`config.mk`:
```
export PLATFORM = sky130hd
export DESIGN_NAME = mc_controller_v2
export DESIGN_NICKNAME = d
export VERILOG_FILES = /design/src/rtl/mc_pkg.sv /design/src/rtl/mc_condlogic.sv /design/src/rtl/mc_controller_v2.sv
export SDC_FILE = /design/constraint.sdc
export NUM_CORES = 1
export LEC_CHECK = 0
export BUFFER_PORTS_ARGS = -buffer_cell sky130_fd_sc_hd__buf_2
export CORE_ASPECT_RATIO = 1.4
export CORE_UTILIZATION = 50
export DETAILED_ROUTE_END_ITERATION = 8
export GPL_ROUTABILITY_DRIVEN = 0
export GPL_TIMING_DRIVEN = 1
export PLACE_DENSITY_LB_ADDON = 0.25
export SYNTH_ARGS = -nofsm -noshare
export SYNTH_HDL_FRONTEND = slang
export SYNTH_HIERARCHICAL = 1
export SYNTH_SLANG_ARGS = --single-unit
```
`constraint.sdc`:
```
create_clock -name clk -period 4.65 [get_ports clk]
set_clock_uncertainty 0.2 [all_clocks]
set_input_delay 0 -clock clk [delete_from_list [all_inputs] [get_ports clk]]
set_output_delay 0 -clock clk [all_outputs]
set_load 0.01 [all_outputs]
```
`src/rtl/mc_pkg.sv`:
```
// mc_pkg: shared encodings and command decode for the multicycle ARM controller
package mc_pkg;
  localparam logic [3:0] S_FETCH  = 4'd0;
  localparam logic [3:0] S_DECODE = 4'd1;
  localparam logic [3:0] S_MEMADR = 4'd2;
  localparam logic [3:0] S_MEMRD  = 4'd3;
  localparam logic [3:0] S_MEMWB  = 4'd4;
  localparam logic [3:0] S_MEMWR  = 4'd5;
  localparam logic [3:0] S_EXECR  = 4'd6;
  localparam logic [3:0] S_EXECI  = 4'd7;
  localparam logic [3:0] S_ALUWB  = 4'd8;
  localparam logic [3:0] S_BRANCH = 4'd9;
  localparam logic [3:0] S_MULEX  = 4'd10;
  localparam logic [3:0] S_MULWB  = 4'd11;
  localparam logic [2:0] ALU_ADD = 3'b000;
  localparam logic [2:0] ALU_SUB = 3'b001;
  localparam logic [2:0] ALU_AND = 3'b010;
  localparam logic [2:0] ALU_ORR = 3'b011;
  localparam logic [2:0] ALU_EOR = 3'b100;
  localparam logic [2:0] ALU_MOV = 3'b101;
  localparam logic [3:0] CMD_AND = 4'b0000;
  localparam logic [3:0] CMD_EOR = 4'b0001;
  localparam logic [3:0] CMD_SUB = 4'b0010;
  localparam logic [3:0] CMD_ADD = 4'b0100;
  localparam logic [3:0] CMD_TST = 4'b1000;
  localparam logic [3:0] CMD_CMP = 4'b1010;
  localparam logic [3:0] CMD_ORR = 4'b1100;
  localparam logic [3:0] CMD_MOV = 4'b1101;
  localparam logic [3:0] COND_EQ = 4'b0000;
  localparam logic [3:0] COND_NE = 4'b0001;
  localparam logic [3:0] COND_CS = 4'b0010;
  localparam logic [3:0] COND_CC = 4'b0011;
  localparam logic [3:0] COND_MI = 4'b0100;
  localparam logic [3:0] COND_PL = 4'b0101;
  localparam logic [3:0] COND_VS = 4'b0110;
  localparam logic [3:0] COND_VC = 4'b0111;
  localparam logic [3:0] COND_HI = 4'b1000;
  localparam logic [3:0] COND_LS = 4'b1001;
  localparam logic [3:0] COND_GE = 4'b1010;
  localparam logic [3:0] COND_LT = 4'b1011;
  localparam logic [3:0] COND_GT = 4'b1100;
  localparam logic [3:0] COND_LE = 4'b1101;
  localparam logic [3:0] COND_AL = 4'b1110;
  typedef struct packed {
    logic       ok;
    logic       nowrite;
    logic       cv;
    logic [2:0] op;
  } dec_t;
  // ext selects the 3-bit ALU variant where EOR, MOV and TST exist
  function automatic dec_t decode_cmd(input logic [3:0] cmd, input logic ext);
    dec_t d;
    d = '{ok: 1'b1, nowrite: 1'b0, cv: 1'b0, op: ALU_ADD};
    case (cmd)
      CMD_ADD: d.cv = 1'b1;
      CMD_SUB: begin d.op = ALU_SUB; d.cv = 1'b1; end
      CMD_AND: d.op = ALU_AND;
      CMD_ORR: d.op = ALU_ORR;
      CMD_CMP: begin d.op = ALU_SUB; d.cv = 1'b1; d.nowrite = 1'b1; end
      CMD_TST: begin d.op = ALU_AND; d.nowrite = 1'b1; d.ok = ext; end
      CMD_EOR: begin d.op = ALU_EOR; d.ok = ext; end
      CMD_MOV: begin d.op = ALU_MOV; d.ok = ext; end
      default: d.ok = 1'b0;
    endcase
    return d;
  endfunction
endpackage

```
`src/rtl/mc_condlogic.sv`:
```
// mc_condlogic: NZCV flag register, condition evaluation and delayed CondEx flop
module mc_condlogic import mc_pkg::*; (
  input  logic       clk,
  input  logic       rst,
  input  logic [3:0] cond_i,
  input  logic [3:0] alu_flags_i,
  input  logic       flag_wr_nz_i,
  input  logic       flag_wr_cv_i,
  output logic       cond_ex_o,
  output logic       cond_ex_d_o,
  output logic [3:0] flags_o
);
  logic [3:0] flags_q, flags_d;
  logic       cond_ex_d_q;
  logic       n, z, c, v;
  assign {n, z, c, v} = flags_q;
  assign flags_o      = flags_q;
  assign cond_ex_d_o  = cond_ex_d_q;
  always_comb begin
    case (cond_i)
      COND_EQ: cond_ex_o = z;
      COND_NE: cond_ex_o = ~z;
      COND_CS: cond_ex_o = c;
      COND_CC: cond_ex_o = ~c;
      COND_MI: cond_ex_o = n;
      COND_PL: cond_ex_o = ~n;
      COND_VS: cond_ex_o = v;
      COND_VC: cond_ex_o = ~v;
      COND_HI: cond_ex_o = c & ~z;
      COND_LS: cond_ex_o = ~c | z;
      COND_GE: cond_ex_o = n == v;
      COND_LT: cond_ex_o = n != v;
      COND_GT: cond_ex_o = ~z & (n == v);
      COND_LE: cond_ex_o = z | (n != v);
      COND_AL: cond_ex_o = 1'b1;
      default: cond_ex_o = 1'b0;
    endcase
  end
  always_comb begin
    flags_d = flags_q;
    if (flag_wr_nz_i && cond_ex_o) flags_d[3:2] = alu_flags_i[3:2];
    if (flag_wr_cv_i && cond_ex_o) flags_d[1:0] = alu_flags_i[1:0];
  end
  always_ff @(posedge clk or posedge rst) begin
    if (rst) begin
      flags_q     <= '0;
      cond_ex_d_q <= 1'b0;
    end else begin
      flags_q     <= flags_d;
      cond_ex_d_q <= cond_ex_o;
    end
  end
endmodule

```
`src/rtl/mc_controller_v2.sv`:
```
// mc_controller_v2: multicycle ARM control unit with FSM, decoder, MUL sequencing and cond logic
module mc_controller_v2 import mc_pkg::*; #(
  parameter int ALUCTRL_W  = 3,
  parameter int MUL_EN     = 1,
  parameter int MUL_CYCLES = 4
) (
  input  logic                 clk,
  input  logic                 reset,
  input  logic [31:0]          Instr,
  input  logic [3:0]           ALUFlags,
  output logic                 PCWrite,
  output logic                 MemWrite,
  output logic                 RegWrite,
  output logic                 IRWrite,
  output logic                 AdrSrc,
  output logic [1:0]           RegSrc,
  output logic                 ALUSrcA,
  output logic [1:0]           ALUSrcB,
  output logic [1:0]           ResultSrc,
  output logic [1:0]           ImmSrc,
  output logic [ALUCTRL_W-1:0] ALUControl,
  output logic                 MulStart,
  output logic [3:0]           State
);
  logic [3:0] state_q, state_d, cnt_q, cnt_d;
  logic [1:0] op;
  logic [3:0] rd;
  logic [2:0] alu;
  logic       is_mul, reg_w, mem_w, br, pc_f, fw_nz, fw_cv, cond_ex, cond_ex_d;
  logic       unused_bits;
  dec_t       dec;
  assign op          = Instr[27:26];
  assign dec         = decode_cmd(Instr[24:21], ALUCTRL_W >= 3);
  assign is_mul      = (MUL_EN != 0) && Instr[27:22] == 6'd0 && Instr[7:4] == 4'b1001;
  assign rd          = state_q == S_MULWB ? Instr[19:16] : Instr[15:12];
  assign unused_bits = ^{Instr[11:8], Instr[3:0]};
  assign State       = state_q;
  mc_condlogic u_cond (
    .clk          (clk),
    .rst          (reset),
    .cond_i       (Instr[31:28]),
    .alu_flags_i  (ALUFlags),
    .flag_wr_nz_i (fw_nz),
    .flag_wr_cv_i (fw_cv),
    .cond_ex_o    (cond_ex),
    .cond_ex_d_o  (cond_ex_d),
    .flags_o      ()
  );
  always_comb begin
    case (state_q)
      S_FETCH:  state_d = S_DECODE;
      S_DECODE: state_d = op == 2'b01 ? S_MEMADR :
                          op == 2'b10 ? S_BRANCH :
                          op == 2'b11 ? S_FETCH  :
                          is_mul      ? S_MULEX  :
                          !dec.ok     ? S_FETCH  :
                          Instr[25]   ? S_EXECI  : S_EXECR;
      S_MEMADR: state_d = Instr[20] ? S_MEMRD : S_MEMWR;
      S_MEMRD:  state_d = S_MEMWB;
      S_EXECR,
      S_EXECI:  state_d = dec.nowrite ? S_FETCH : S_ALUWB;
      S_MULEX:  state_d = cnt_q == 4'(MUL_CYCLES - 1) ? S_MULWB : S_MULEX;
      default:  state_d = S_FETCH;
    endcase
    cnt_d = (state_q == S_MULEX && state_d == S_MULEX) ? cnt_q + 4'd1 : 4'd0;
  end
  always_comb begin
    pc_f = 1'b0; reg_w = 1'b0; mem_w = 1'b0; br = 1'b0;
    IRWrite = 1'b0; AdrSrc = 1'b0; ALUSrcA = 1'b0; ALUSrcB = 2'b00;
    ResultSrc = 2'b00; alu = ALU_ADD; MulStart = 1'b0;
    case (state_q)
      S_FETCH:  begin IRWrite = 1'b1; ALUSrcA = 1'b1; ALUSrcB = 2'b10; ResultSrc = 2'b10; pc_f = 1'b1; end
      S_DECODE: begin ALUSrcA = 1'b1; ALUSrcB = 2'b10; ResultSrc = 2'b10; end
      S_MEMADR: ALUSrcB = 2'b01;
      S_MEMRD:  AdrSrc = 1'b1;
      S_MEMWB:  begin ResultSrc = 2'b01; reg_w = 1'b1; end
      S_MEMWR:  begin AdrSrc = 1'b1; mem_w = 1'b1; end
      S_EXECR:  alu = dec.op;
      S_EXECI:  begin ALUSrcB = 2'b01; alu = dec.op; end
      S_ALUWB:  reg_w = 1'b1;
      S_BRANCH: begin ALUSrcB = 2'b01; ResultSrc = 2'b10; br = 1'b1; end
      S_MULEX:  MulStart = cnt_q == 4'd0;
      S_MULWB:  begin ResultSrc = 2'b11; reg_w = 1'b1; end
      default:  ;
    endcase
    RegWrite   = reg_w & cond_ex_d;
    MemWrite   = mem_w & cond_ex_d;
    PCWrite    = pc_f | (br & cond_ex_d) | (RegWrite & rd == 4'd15);
    ALUControl = alu[ALUCTRL_W-1:0];
    ImmSrc     = op;
    RegSrc     = {op == 2'b01, op == 2'b10};
    // combinational outputs would otherwise show FETCH strobes while reset holds the FSM
    if (reset) {PCWrite, MemWrite, RegWrite, IRWrite, AdrSrc, ALUSrcA, ALUSrcB,
                ResultSrc, ALUControl, MulStart, ImmSrc, RegSrc} = '0;
  end
  assign fw_nz = (state_q == S_EXECR || state_q == S_EXECI) && (Instr[20] || dec.nowrite);
  assign fw_cv = fw_nz && dec.cv;
  always_ff @(posedge clk or posedge reset) begin
    if (reset) begin
      state_q <= S_FETCH;
      cnt_q   <= 4'd0;
    end else begin
      state_q <= state_d;
      cnt_q   <= cnt_d;
    end
  end
endmodule

```
==> results.cfg, run 1 <==
[power_and_ir_drop]
clockPowerShare_pct = 12.1
p_sw_uw = 259
p_comb_share_pct = 51.9
ir_drop_uv = 202
switching_share_pct = 44.6
p_leak_uw = 0.000796
p_int_uw = 322
seqPwrFrac_pct = 36.0
power_density_nw_per_um2 = 354

[worst_setup_path]
crit_family = compound AO/OA/AOI/OAI gates
cp_slowest_cell = o31ai_1
crit_type = reg -> reg
slowest_delay_ns = 0.47
cp.required_ns = 4.61
r2r_end = u_cond/flags_o[1]$_DFFE_PP0P_
r2r_start = u_cond/flags_o[0]$_DFFE_PP0P_
cp_num_buf_inv = 0
r2r_cells = 5
critPathCaptureType = register
critPathArrivalTime_ns = 2.26
startpoint_type = register
cp.depth = 5
reg2reg_setup_slack_ns = 2.36
path_cells = and4bb_1 > o31ai_2 > o311ai_1 > o31ai_1 > mux2_1
cp_max_fo = 6

[synthesis]
postSynth.asyncResetShare_pct = 100
ys.flop_type = dfrtp_1
postSynthRegisterBits = 13
synth_compound_area_share_pct = 19.4
yosysSeqAreaShare_pct = 25.6
syn_avg_cell_area_um2 = 8.40
synth_area_um2 = 1270
postSynthCellCount = 151
synthAdderAreaFrac_pct = 1.97
synth_edf_count = 0
muxShareOfSynthArea_pct = 6.02
synth-xor-area-share_pct = 4.14
synth-simple-area-share_pct = 33.4
syn_nets = 191
synth_cell_types = 57
ys_warn_count = 6
synth_top_family_by_area = simple AND/OR/NAND/NOR gates

[timing]
fin_setup_tns_ns = 0
fmax_mhz = 436
max_slew.worst_pin.slew_ns = 0.448
period_share_pct = 49.3
fin_crit_ns = 2.29
rsz0062_at_grt = false
hold_viol_final = 0
setup_slack_ns = 2.36
finalMaxSlewViolations = 0
slew_headroom_pct = 69.9
finalSetupViolCount = 0

[detailed_routing]
antenna_left = 0
wirelength_met1_um = 1320
routedWlPerCell_um = 13.8
drc = 0
top_layer_used = met4
first_pass_iters = 4
vias = 1375
routed_wl_um = 3320
drt_iter0_markers = 31
wl_met2_um = 1780
avgViaCountPerCell = 5.71
wl_met3_um = 130

[die]
initial_core_util_pct = 53.1
core.rowCount = 21
die_width_um = 44.6
num_io_pins = 60
die_area_um2 = 2750
fp.dieH_um = 61.6
coreArea_um2 = 2390

[hold_path]
worstHoldPathType = in -> async

[clock_network]
cts_resized = 0
clkSlewWorstSetupHoldPaths_ns = 0.08
cts_tree = built
cts-root-buf = clkbuf_4
clock_latency_ns = 0.28
cts.sinks = 13
cts_buffers = 3
h-tree-depth = 1
postCtsSetupRepairBufs = 0
clock_path_buffers = 2

[grt]
grt_pass1_vias = 1198
grt_pass1_wl_um = 5230
antenna_found_initial = 0
grt_max_degree = 15
overflow = 0
grt_util_all_layers_pct = 25.8

[final_layout]
n_antenna_cell = 0
finalNonFillerCells = 241
drive_gt1_share_pct = 30.0
fin_nets = 248
fillerInstances = 217
syn2layout_area_growth_pct = 29.1

[place]
dp_hpwl_um = 2380
dpl.cell_count = 224
dp_slack_ns = 2.40
io_buffers = 51

[flow_run]
maxCapViolCount = 0

[status]
status = completed
registers in the layout (all words and copies together) (netlist names):
| signal | count |
|---|---|
| u_cond/flags_o | 4 |
| cnt_q | 4 |
| State | 4 |
| u_cond/cond_ex_d_o | 1 |
worst max path at each step:
stage	start	to
after floorplan	u_cond/flags_o[3]$_DFFE_PP0P_	u_cond/flags_o[0]$_DFFE_PP0P_
after global placement	u_cond/flags_o[0]$_DFFE_PP0P_	u_cond/flags_o[0]$_DFFE_PP0P_
after detailed placement	u_cond/flags_o[0]$_DFFE_PP0P_	u_cond/flags_o[1]$_DFFE_PP0P_
after CTS	u_cond/flags_o[0]$_DFFE_PP0P_	u_cond/flags_o[1]$_DFFE_PP0P_
after global routing	u_cond/flags_o[3]$_DFFE_PP0P_	u_cond/flags_o[1]$_DFFE_PP0P_
final	u_cond/flags_o[0]$_DFFE_PP0P_	u_cond/flags_o[1]$_DFFE_PP0P_
repair_timing:
item                                    CTS  global route
endpoints found under the setup margin    0             0
endpoints found under the hold margin    21             0
hold buffers                             13             0
cells in the final DEF, fill, tap and decap left out, types with 5 or more instances in the layout:
master,synthesis,routed
a21oi_1,8,8
buf_2,5,51
dfrtp_1,13,13
dlygate4sd3_1,0,13
inv_1,8,8
mux2_1,5,5
nand2_1,6,6
nand3_1,6,6
nor2_1,14,14
nor2b_1,7,7
o21ai_0,5,5
layout make-up:
type / count / area [um2] / area share (%)
clock buffer: 4 / 26.3 / 1.60
inverter: 9 / 33.8 / 2.06
multi-input combinational: 117 / 825 / 50.3
sequential: 13 / 325 / 19.9
tap: 34 / 42.5 / 2.60
timing repair buffer: 64 / 385 / 23.5
logic make-up after synthesis:
| family | after synthesis |
|---|---|
| compound gates | 32 |
| xor+xnor | 6 |
| fa+ha+maj | 2 |
| buf+inv | 21 |
| flops | 13 |
| mux | 7 |
| simple gates | 70 |
metal layers:
metal,vias to the layer above,track usage [%]
met5,-,0
met4,0,12.6
met3,11,3.23
met2,54,46.0
met1,642,30.3
li1,668,-
through the flow:
| step | instance area [um2] | hold slack (ns) | utilization [%] | power [uW] |
|---|---|---|---|---|
| global placement | 1480 | -0.216 | 62.0 | 471 |
| detailed placement | 1480 | -0.199 | 62.0 | 482 |
| CTS | 1640 | 0.0330 | 68.5 | 576 |
| finish | 1640 | 0.0407 | 68.5 | 581 |
| floorplan | 1270 | -0.421 | - | 410 |
| global route | 1640 | 0.0757 | 68.5 | 629 |
worst reg2reg max path, stage by stage, from the launching register on:
cell,delay [ns]
dfrtp_1,0.46
and4bb_1,0.23
o31ai_2,0.27
o311ai_1,0.18
o31ai_1,0.47
mux2_1,0.37
power by group through the flow:
stage / clock, uW / combinational (uW) / sequential (uW)
floorplan: 0 / 237 / 174
global placement: 0 / 265 / 206
detailed placement: 0 / 273 / 209
CTS: 73.0 / 296 / 207
global route: 78.0 / 333 / 218
finish: 70.5 / 301 / 209
synth_stat cells, types with 2 or more instances:
cell,instances,area [um2]
a21oi_1,8,40.0
a2bb2oi_1,2,17.5
and2_1,3,18.8
and3_1,4,25.0
buf_2,5,25.0
buf_4,2,15.0
buf_6,2,22.5
clkbuf_1,2,7.51
dfrtp_1,13,325
ha_1,2,25.0
inv_1,8,30.0
mux2_1,5,56.3
mux2i_1,2,20.0
nand2_1,6,22.5
nand2b_1,2,12.5
nand3_1,6,30.0
nand3b_1,2,15.0
nand4_1,3,18.8
nand4b_1,3,26.3
nor2_1,14,52.6
nor2b_1,7,43.8
nor3_1,2,10.0
nor3b_1,2,15.0
nor4_1,3,18.8
nor4b_1,2,17.5
o21ai_0,5,25.0
o31ai_1,2,15.0
xnor2_1,3,26.3
xor2_1,3,26.3
(Power assumes the default switching activity.)
==> inputs of run 2 (changes only) <==
--- a/config.mk
+++ b/config.mk
@@ -5,9 +5,10 @@
 export SDC_FILE = /design/constraint.sdc
 export NUM_CORES = 1
 export LEC_CHECK = 0
+export ABC_AREA = 1
 export BUFFER_PORTS_ARGS = -buffer_cell sky130_fd_sc_hd__buf_2
 export CORE_ASPECT_RATIO = 1.4
-export CORE_UTILIZATION = 50
+export CORE_UTILIZATION = 46
 export DETAILED_ROUTE_END_ITERATION = 8
 export GPL_ROUTABILITY_DRIVEN = 0
 export GPL_TIMING_DRIVEN = 1
==> constraint.sdc (replaced) <==
create_clock -name clk -period 2.3 [get_ports clk]
set_clock_uncertainty 0.2 [all_clocks]
set_input_delay 0 -clock clk [delete_from_list [all_inputs] [get_ports clk]]
set_output_delay 0 -clock clk [all_outputs]
set_load 0.01 [all_outputs]
==> results.cfg, run 2 <==
[status]
status = completed

[power_and_ir_drop]
p_sw_uw = 557
seqPwrFrac_pct = 29.8
power_density_nw_per_um2 = 713
p_comb_share_pct = 58.6
clockPowerShare_pct = 11.6
power_uw = 1180
switching_share_pct = 47.0
ir_drop_uv = 435
p_int_uw = 627
p_leak_uw = 0.000928

[clock_network]
clock_path_buffers = 2
clkSlewWorstSetupHoldPaths_ns = 0.08
cts_resized = 0
cts_buffers = 3
cts_tree = built
cts-root-buf = clkbuf_4
h-tree-depth = 1
cts.sinks = 13
clock_latency_ns = 0.28

[final_layout]
finalNonFillerCells = 296
fin_nets = 303
stdcell_area_um2 = 1660
n_antenna_cell = 0
syn2layout_area_growth_pct = 36.3
post-route-util_pct = 67.9
layout_common_cells = buf_2 (51), nand2_1 (50), nor2_1 (30), inv_1 (26), nand3_1 (17)
drive_gt1_share_pct = 32.1
mostFrequentLayoutCell = buf_2

[worst_setup_path]
path_cells = nor2_1 > inv_2 > nor2_2 > o211ai_1 > dlygate4sd3_1 > o211ai_1
startpoint_type = register
critPathCaptureType = register
crit_top_cell = o211ai_1
cp.required_ns = 2.30
reg2reg_setup_slack_ns = 0.27
critPathArrivalTime_ns = 2.03
r2r_cells = 6
cp_max_fo = 5
crit_type = reg -> reg
crit_path_start = State[3]$_DFF_PP0_
cp_slowest_cell = dlygate4sd3_1
slowest_delay_ns = 0.58
r2r_start = State[3]$_DFF_PP0_

[synthesis]
synth_cell_types = 28
ys_warn_count = 6
postSynth.asyncResetShare_pct = 100
ys.flop_type = dfrtp_1
postSynthCellCount = 196
syn_nets = 236
yosys.area.top_type_share_pct = 26.7
synth_most_common_cell = nand2_1
synth_edf_count = 0
ys_top_cells_by_area = dfrtp_1 (27%), nand2_1 (15%), nor2_1 (9.2%)
synthTopCellsByCount = nand2_1 (50), nor2_1 (30), inv_1 (26), nand3_1 (17), dfrtp_1 (13)
yosysSeqAreaShare_pct = 26.7
synth_area_um2 = 1220
postSynthRegisterBits = 13
post-synth-top-area-cell = dfrtp_1
syn_avg_cell_area_um2 = 6.21

[timing]
hold_viol_final = 0
max_slew.worst_pin.slew_ns = 0.460
rsz0062_at_grt = false
fin_crit_ns = 2.03
slew_headroom_pct = 69.3
fmax_mhz = 493
fin_setup_tns_ns = 0
period_share_pct = 88.3
finalSetupViolCount = 0
finalMaxSlewViolations = 0

[grt]
overflow = 0
grt_pass1_wl_um = 4880
grt_pass1_vias = 1250
grt_util_all_layers_pct = 22.5
grt_max_degree = 15
antenna_found_initial = 0

[die]
initial_core_util_pct = 49.8
coreArea_um2 = 2440
die_area_um2 = 2860
die_width_um = 45.5
fp.dieH_um = 62.9
core.rowCount = 21
num_io_pins = 60

[detailed_routing]
antenna_left = 0
drt_iter0_markers = 34
wirelength_met1_um = 1190
vias = 1424
wl_met3_um = 150
top_layer_used = met4
drc = 0
routedWlPerCell_um = 9.89
wl_met2_um = 1560
avgViaCountPerCell = 4.81
first_pass_iters = 4
routed_wl_um = 2930

[hold_path]
worstHoldPathType = in -> reg
min_from = Instr[24]
holdPathStages = 5

[place]
io_buffers = 51
dpl.cell_count = 279
place_area_um2 = 1500
dp_hpwl_um = 2260

[flow_run]
maxCapViolCount = 0
==> run 2: cells by family after synthesis <==
| group | share of synthesized area [%] |
|---|---|
| AOI/OAI and AO/OA | 11.2 |
| xor gates and xnor gates | 1.44 |
| adders and majority gates | 2.06 |
| buffers and inverters | 11.2 |
| DFF | 26.7 |
| and+or+nand+nor | 47.4 |
==> run 2: what timing repair did <==
action                                 4_1_cts  5_1_grt
endpoints found under the hold margin       21        0
hold buffers                                13        0
setup endpoints to repair                    0        0
setup buffers                                0        0
==> run 2: power by group through the flow <==
stage                     clock network, uW  registers (uW)  logic, uW
after floorplan                           0             359        457
after global placement                    0             352        642
after detailed placement                  0             355        647
after CTS                               139             350        691
after global routing                    151             363        781
final                                   137             353        694
==> run 2: stage by stage <==
step / setup slack [ns] / hold WS [ns]
after floorplan: 0.537 / -0.421
after global placement: 0.437 / -0.182
after detailed placement: 0.391 / -0.182
after CTS: 0.307 / 0.0163
after global routing: 0.105 / 0.0480
final: 0.270 / 0.0176
==> run 2: path summary, 6_finish.rpt <==
| check | end |
|---|---|
| setup / recovery | State[1]$_DFF_PP0_ |
| hold / removal | u_cond/flags_o[2]$_DFFE_PP0P_ |
| setup reg to reg | State[1]$_DFF_PP0_ |
| hold reg to reg | cnt_q[0]$_DFF_PP0_ |
| max in group asynchronous | State[2]$_DFF_PP0_ |
| min in group asynchronous | u_cond/flags_o[2]$_DFFE_PP0P_ |
==> run 2: final cells by class <==
class | count | area [um2]
Timing Repair Buffer | 64 | 385
Tap cell | 34 | 42.5
Sequential cell | 13 | 325
Inverter | 33 | 124
Clock buffer | 4 | 26.3
Fill cell | 242 | 785
Multi-Input combinational cell | 148 | 756
==> run 2: metal layers <==
layer | up-vias | GRT usage [%]
li1 | 751 | -
met1 | 625 | 23.6
met2 | 44 | 42.5
met3 | 4 | 2.89
met4 | 0 | 7.58
met5 | - | 0
==> run 2: worst max-delay path: cells and delay by family (launching register included) <==
family                 cells  cell delay (ns)
and+or+nand+nor            2             0.46
AOI/OAI and AO/OA          2             0.20
buffers and inverters      2             0.67
DFF                        1             0.42
==> inputs of run 3 (changes only) <==
--- a/config.mk
+++ b/config.mk
@@ -11,8 +11,8 @@
 export CORE_UTILIZATION = 46
 export DETAILED_ROUTE_END_ITERATION = 8
 export GPL_ROUTABILITY_DRIVEN = 0
-export GPL_TIMING_DRIVEN = 1
 export PLACE_DENSITY_LB_ADDON = 0.25
+export RECOVER_POWER = 50
 export SYNTH_ARGS = -nofsm -noshare
 export SYNTH_HDL_FRONTEND = slang
 export SYNTH_HIERARCHICAL = 1
==> constraint.sdc (replaced) <==
create_clock -name clk -period 1.95 [get_ports clk]
set_clock_uncertainty 0.2 [all_clocks]
set_input_delay 0 -clock clk [delete_from_list [all_inputs] [get_ports clk]]
set_output_delay 0 -clock clk [all_outputs]
set_load 0.01 [all_outputs]
==> results.cfg, run 3 (synthesized netlist as in run 2, its figures left out) <==
[worst_setup_path]
startpoint_type = register
path_cells = nor2_1 > nand2_1 > inv_1 > nand2_1 > a221oi_1 > buf_2
crit_type = reg -> out
reg2reg_setup_slack_ns = 0.22
cp_slowest_cell = dfrtp_1
critPathArrivalTime_ns = 1.57
r2r_end = u_cond/flags_o[0]$_DFFE_PP0P_
critPathCaptureType = output pin
crit_family = flip-flops
cp.required_ns = 1.75
r2r_cells = 7
cp_max_fo = 5
slowest_delay_ns = 0.43
crit_top_cell = nand2_1
r2r_start = State[3]$_DFF_PP0_
cp_num_buf_inv = 2

[clock_network]
cts_tree = built
clock_path_buffers = 2
clkSlewWorstSetupHoldPaths_ns = 0.07
cts.sinks = 13
h-tree-depth = 1
cts_buffers = 3
clock_latency_ns = 0.27
cts-root-buf = clkbuf_4
postCtsSetupRepairBufs = 0

[detailed_routing]
drt_iter0_markers = 43
vias = 1464
drc = 0
antenna_left = 0
first_pass_iters = 4
routedWlPerCell_um = 9.93
avgViaCountPerCell = 4.90
routed_wl_um = 2970

[grt]
grt_pass1_wl_um = 5000
antenna_found_initial = 0
grt_pass1_vias = 1308
grt_util_all_layers_pct = 22.5
grt_max_degree = 14
overflow = 0

[final_layout]
drive_gt1_share_pct = 28.7
n_antenna_cell = 0
mostFrequentLayoutCell = nand2_1
fin_nets = 306
layout_common_cells = nand2_1 (50), buf_2 (42), nor2_1 (31), inv_1 (27), nand3_1 (17)
syn2layout_area_growth_pct = 37.0

[hold_path]
holdPathStages = 5
worstHoldPathType = in -> reg
min_from = Instr[22]
min_to = State[2]$_DFF_PP0_

[timing]
fin_setup_tns_ns = 0
max_slew.worst_pin.slew_ns = 0.383
finalSetupViolCount = 0
slew_headroom_pct = 74.4
period_share_pct = 91.0
finalMaxSlewViolations = 0
fmax_mhz = 564
fin_crit_ns = 1.77
rsz0062_at_grt = false
hold_viol_final = 0
holdWs_ns = 0.0129

[die]
core.rowCount = 21
fp.dieH_um = 62.9
num_io_pins = 60
coreArea_um2 = 2440
die_area_um2 = 2860
die_width_um = 45.5
initial_core_util_pct = 49.8

[status]
status = completed

[flow_run]
maxCapViolCount = 0

[power_and_ir_drop]
power_density_nw_per_um2 = 812
p_leak_uw = 0.000913
p_comb_share_pct = 57.5
ir_drop_uv = 582
seqPwrFrac_pct = 30.5
switching_share_pct = 47.6
clockPowerShare_pct = 12.0
p_int_uw = 710
p_sw_uw = 644

[place]
dp_hpwl_um = 2290
io_buffers = 51
run 3: layout make-up:
class | count | area [um2]
Clock buffer | 4 | 26.3
Fill cell | 234 | 776
Inverter | 33 | 124
Multi-Input combinational cell | 148 | 753
Sequential cell | 13 | 325
Tap cell | 34 | 42.5
Timing Repair Buffer | 67 | 397
run 3: worst min-delay path: cells and delay by family:
| kind | cells | cell delay [ns] |
|---|---|---|
| simple gates | 3 | 0.23 |
| buf+inv | 1 | 0.13 |
| compound gates | 1 | 0.08 |
run 3: layer usage:
metal  part of all wire [%]  GRT usage (%)  vias to the layer above
li1                       -              -                      758
met4                    1.1           9.09                        0
met3                    5.6           2.60                        4
met5                      0              0                        -
met2                     52           40.5                       56
met1                     41           25.0                      646
run 3: how the worst max path moves through the flow:
stage	cells after the start	endpoint	slack, ns	startpoint
after floorplan	8	u_cond/flags_o[0]$_DFFE_PP0P_	0.19	State[2]$_DFF_PP0_
after detailed placement	7	u_cond/flags_o[0]$_DFFE_PP0P_	0.22	State[3]$_DFF_PP0_
after CTS	5	ResultSrc[1]	0.19	State[3]$_DFF_PP0_
after global placement	7	u_cond/flags_o[1]$_DFFE_PP0P_	0.29	State[3]$_DFF_PP0_
final	6	ALUControl[0]	0.18	State[3]$_DFF_PP0_
after global routing	7	u_cond/flags_o[1]$_DFFE_PP0P_	0.05	State[3]$_DFF_PP0_
run 3: repair_timing:
action	in CTS	in global routing
setup endpoints to repair	0	0
hold buffers	13	0
hold endpoints to repair	21	0
resized for setup	0	0
run 3: power by group through the flow:
stage	Sequential [uW]	Clock, uW	Combinational [uW]
after floorplan	423	0	539
after global placement	414	0	776
after detailed placement	417	0	783
after CTS	411	163	804
after global routing	426	180	879
final	413	162	778
run 3: metrics by stage:
step                      power [uW]  instances  util [%]  worst slack (ns)  area (um2)
final                           1350        299      68.3             0.176        1670
after global routing            1490        299      68.3            0.0467        1670
after floorplan                  962        196         -             0.187        1220
after global placement          1190        282      62.4             0.289        1530
after CTS                       1380        299      68.8             0.194        1680
after detailed placement        1200        282      62.4             0.223        1530
